==> config.mk <==
export PLATFORM = sky130hd
export DESIGN_NAME = mux_rr_arbiter
export DESIGN_NICKNAME = d
export VERILOG_FILES = /design/src/rtl/mux_rr_arbiter.sv
export SDC_FILE = /design/constraint.sdc
export NUM_CORES = 1
export LEC_CHECK = 0
export ABC_AREA = 1
export CAP_MARGIN = 20
export CORE_MARGIN = 2
export CORE_UTILIZATION = 42
export CTS_BUF_LIST = sky130_fd_sc_hd__clkbuf_4 sky130_fd_sc_hd__clkbuf_8
export CTS_CLUSTER_DIAMETER = 200
export DETAILED_ROUTE_END_ITERATION = 8
export PLACE_DENSITY = 0.67
export SETUP_SLACK_MARGIN = 0.5
export SLEW_MARGIN = 10
export SYNTH_ARGS = -nofsm -noshare
export SYNTH_HDL_FRONTEND = slang
export SYNTH_SLANG_ARGS = --single-unit
==> constraint.sdc <==
create_clock -name clk -period 2.49 [get_ports clk]
set_clock_uncertainty 0.05 [all_clocks]
set_input_delay 0.3735 -clock clk [delete_from_list [all_inputs] [get_ports clk]]
set_output_delay 0.3735 -clock clk [all_outputs]
set_load 0.01 [all_outputs]
==> src/rtl/mux_rr_arbiter.sv <==
// Round-robin arbiter for four requesters sharing one registered mux output.
// Grants are bounded by MAX_HOLD cycles and separated by a one-cycle dead slot.
module mux_rr_arbiter #(
  parameter int DATA_W   = 1,
  parameter int MAX_HOLD = 4
) (
  input  logic                  clk,
  input  logic                  rst,
  input  logic                  en,
  input  logic [3:0]            req,
  input  logic [4*DATA_W-1:0]   din,
  output logic [3:0]            gnt,
  output logic [1:0]            sel,
  output logic [DATA_W-1:0]     y,
  output logic                  y_valid,
  output logic                  busy
);

  typedef enum logic [1:0] {
    IDLE    = 2'd0,
    GRANT   = 2'd1,
    RELEASE = 2'd2
  } state_t;

  localparam logic [3:0] HOLD_LAST = 4'(MAX_HOLD - 1);

  state_t              state_r, state_s;
  logic [1:0]          ptr_r, ptr_s;
  logic [3:0]          hold_cnt_r, hold_s;
  logic [3:0]          gnt_s;
  logic [1:0]          sel_s;
  logic [DATA_W-1:0]   y_s, lane_s;
  logic                yv_s, busy_s;
  logic [2:0]          pick_s;

  // Returns {found, index}; search starts just after the last served requester.
  function automatic logic [2:0] rr_pick(input logic [3:0] r, input logic [1:0] p);
    logic [2:0] res;
    logic [1:0] idx;
    res = 3'b000;
    for (int k = 1; k <= 4; k++) begin
      idx = p + 2'(k);
      if (!res[2] && r[idx]) begin
        res = {1'b1, idx};
      end else begin
        res = res;
      end
    end
    return res;
  endfunction

  function automatic logic [3:0] onehot(input logic [1:0] i);
    return 4'b0001 << i;
  endfunction

  assign lane_s = din[int'(sel)*DATA_W +: DATA_W];
  assign pick_s = rr_pick(req, ptr_r);

  // Next-state and next-output decode.
  always_comb begin
    state_s = state_r;
    ptr_s   = ptr_r;
    hold_s  = hold_cnt_r;
    gnt_s   = gnt;
    sel_s   = sel;
    y_s     = y;
    yv_s    = 1'b0;
    case (state_r)
      IDLE, RELEASE: begin
        if (en && pick_s[2]) begin
          state_s = GRANT;
          gnt_s   = onehot(pick_s[1:0]);
          sel_s   = pick_s[1:0];
          hold_s  = 4'd0;
        end else begin
          state_s = IDLE;
          gnt_s   = 4'd0;
        end
      end
      GRANT: begin
        // A dropped request, disable and hold expiry all collapse into one exit.
        if (!req[sel] || !en || (hold_cnt_r == HOLD_LAST)) begin
          state_s = RELEASE;
          gnt_s   = 4'd0;
          ptr_s   = sel;
          yv_s    = 1'b0;
        end else begin
          hold_s  = hold_cnt_r + 4'd1;
          y_s     = lane_s;
          yv_s    = req[sel];
        end
      end
      default: begin
        state_s = IDLE;
        gnt_s   = 4'd0;
      end
    endcase
    busy_s = (state_s == GRANT);
  end

  // State and registered outputs.
  always_ff @(posedge clk or posedge rst) begin
    if (rst) begin
      state_r    <= IDLE;
      ptr_r      <= 2'd3;
      hold_cnt_r <= 4'd0;
      gnt        <= 4'd0;
      sel        <= 2'd0;
      y          <= '0;
      y_valid    <= 1'b0;
      busy       <= 1'b0;
    end else begin
      state_r    <= state_s;
      ptr_r      <= ptr_s;
      hold_cnt_r <= hold_s;
      gnt        <= gnt_s;
      sel        <= sel_s;
      y          <= y_s;
      y_valid    <= yv_s;
      busy       <= busy_s;
    end
  end

endmodule
==> results_dict.tcl <==
set metrics [dict create \
    syn_nets 171 \
    drive_above_1_share 0.122 \
    die_w_um 54.4 \
    die_area_um2 2960 \
    yosysSeqAreaShare 0.401 \
    dr.pass1.iters 4 \
    num_vias 1037 \
    netSwitchingPower_mw 0.699 \
    wl_mm 2.29 \
    setup_viol 0 \
    worst_pin_slew_ns 0.637 \
    ys_async_sr_fraction 1.00 \
    antenna_found_initial 0 \
    synth_most_common_cell "nand2_1" \
    wl_per_cell_um 10.9 \
    cts_tree "yes" \
    final_cell_area_um2 1300 \
    ys_top_cells_by_area "dfrtp_1, nand2_1, nand3_1" \
    clkLatencyLatePin_ns 0.28 \
    crit_type "reg -> reg" \
    crit_path_max_fanout 12 \
    syn_inst 159 \
    finalCriticalPeriod_ns 1.80 \
    hold_viol 0 \
    fin_tns_setup_ns 0 \
    pin_count 20 \
    cp-startpoint "ptr_r[0]" \
    first_global_vias 994 \
    root_buffer "clkbuf_4" \
    ant_nets 0 \
    synth_common_cells "nand2_1, nand3_1, dfrtp_1, inv_1, nor2_1" \
    clkTransAtPathRegs_ns 0.10 \
    cp-end-kind "flip-flop" \
    yosysTopAreaCellShare 0.352 \
    ctsResizeCount 0 \
    peakVddDrop_mv 0.503 \
    max_cap_violations 0 \
    finalCritPeriodShare 0.724 \
    port_buffers 19 \
    syn_area_per_cell_um2 6.71 \
    htreeDepth 1 \
    core_area_um2 2430 \
    run_status "complete, no violations" \
    pwr-share-clk 0.097 \
    leakage_nw 0.697 \
    area_growth_pct 22.0 \
    globalRouteOverflowTotal 0 \
    cts_buffer_depth 2 \
    synth_area_um2 1070 \
    sw_frac_of_total 0.468 \
    nets 193 \
    clock.fmax_mhz 555 \
    fp.dieH_um 54.4 \
    diodes 0 \
    regToRegStartpoint "ptr_r[0]" \
    cts_buffers 3 \
    startpoint_type "flip-flop" \
    pwr-share-comb 0.580 \
    synth.distinct_cells 21 \
    synth_edf_count 0 \
    grt_pass1_wl_mm 3.92 \
    p_int_mw 0.796 \
    grt_max_degree 18 \
    drt_iter0_markers 19 \
    initial_utilization 0.439 \
    synth_ff_type "dfrtp_1" \
    dpl_cell_area_um2 1270 \
    powerDensity_nw_per_um2 1150 \
    worstPathRequired_ns 2.62 \
    critPathArrivalTime_ns 1.94 \
    rsz0062_at_grt "no" \
    slew_headroom 0.575 \
    synth_top_area_cell "dfrtp_1" \
    hold_path.class "in -> async" \
    hpwl_mm 1.83 \
    ys_ff_latch 17 \
    gp_congestion 0.761 \
    share_seq_of_total_power 0.323 \
    drc 0 \
    via_per_inst 4.94 \
    hold_ws_ns 0.409 \
    grt_usage 0.183 \
    rows 18 \
    ys_warn_count 0 \
    clock_sink_count 17 \
    drv_slew 0 \
]
## placed cells by master, fill, tap and decap left out
cell,Yosys,routed
nand2_1,64,64
clkdlybuf4s50_1,0,19
nand3_1,16,16
dfrtp_1,15,15
inv_1,14,14
nor2_1,14,14
nand2_2,7,7
o21ai_0,5,5
inv_2,4,4
a21oi_1,4,4
clkbuf_4,0,3
nand4_1,2,2
o21ai_1,2,2
buf_4,1,2
dfstp_2,2,2
nor2_4,1,1
nor2_2,1,1
nand3_2,1,1
and3_1,1,1
o22ai_1,1,1
ha_1,1,1
clkinv_2,0,1
## stage by stage
stage	std cells	utilization	total power, mW	setup slack, ns
final	210	0.535	1.50	0.688
after global placement	205	0.521	1.33	0.491
after floorplan	159	-	1.10	0.893
after global routing	210	0.535	1.65	0.517
after CTS	209	0.532	1.50	0.551
after detailed placement	205	0.521	1.35	0.440
## critical path, stage by stage (launching register included)
cell and delay (ns):
dfstp_2 0.57, buf_4 0.17, nand2_1 0.08, nand2_2 0.10
nand2_1 0.07, nand2_1 0.12, nand3_2 0.10, nand2_2 0.19
nand2_1 0.13, nand2_1 0.08, nand2_1 0.05
## timing repair
action                     CTS  global route
hold endpoints to repair     0             0
setup endpoints to repair    0             7
hold buffers                 0             0
setup buffers                0             1
## cells by family after synthesis
family / after synthesis / synth area share
compound gates: 12 / 0.0574
simple gates: 107 / 0.434
flops: 17 / 0.401
buf+inv: 22 / 0.0961
fa+ha+maj: 1 / 0.0117
## final timing paths
kind / depth (start not counted) / endpoint / slack [ns]
max: 10 / hold_cnt_r[0] / 0.69
min: 2 / hold_cnt_r[2] / 0.41
max in group asynchronous: 2 / state_r[1] / 1.57
min reg2reg: 2 / gnt[0] / 0.44
max reg2reg: 10 / hold_cnt_r[0] / 0.69
min in group clk: 2 / gnt[0] / 0.44
## flip-flops by register name (all words and copies together) (netlist names)
register	count
hold_cnt_r	4
busy	1
sel	2
gnt	4
y_valid	1
ptr_r	2
y	1
state_r	2
## per-layer routing
| layer | track usage | part of all wire |
|---|---|---|
| met1 | 0.206 | 0.45 |
| met2 | 0.349 | 0.52 |
| met3 | 0.0164 | 0.019 |
| met4 | 0.0708 | 0.0083 |
| met5 | 0 | 0 |
## area by class of cell
| type | instances | area (µm²) |
|---|---|---|
| multi-input cells | 120 | 537 |
| inverters | 18 | 67.6 |
| clock inverters | 1 | 5.00 |
| well taps | 30 | 37.5 |
| clock buffers | 3 | 22.5 |
| fillers | 248 | 1130 |
| flip-flops and latches | 17 | 428 |
| repair buffers | 21 | 205 |
## power by group through the flow
stage	sequential (mW)	combinational [mW]	clock, mW
after CTS	0.503	0.843	0.153
after floorplan	0.499	0.601	0
after global placement	0.505	0.824	0
after detailed placement	0.508	0.840	0
after global routing	0.499	0.990	0.163
final	0.483	0.868	0.145
No activity file was read; power rests on OpenSTA's default activity.
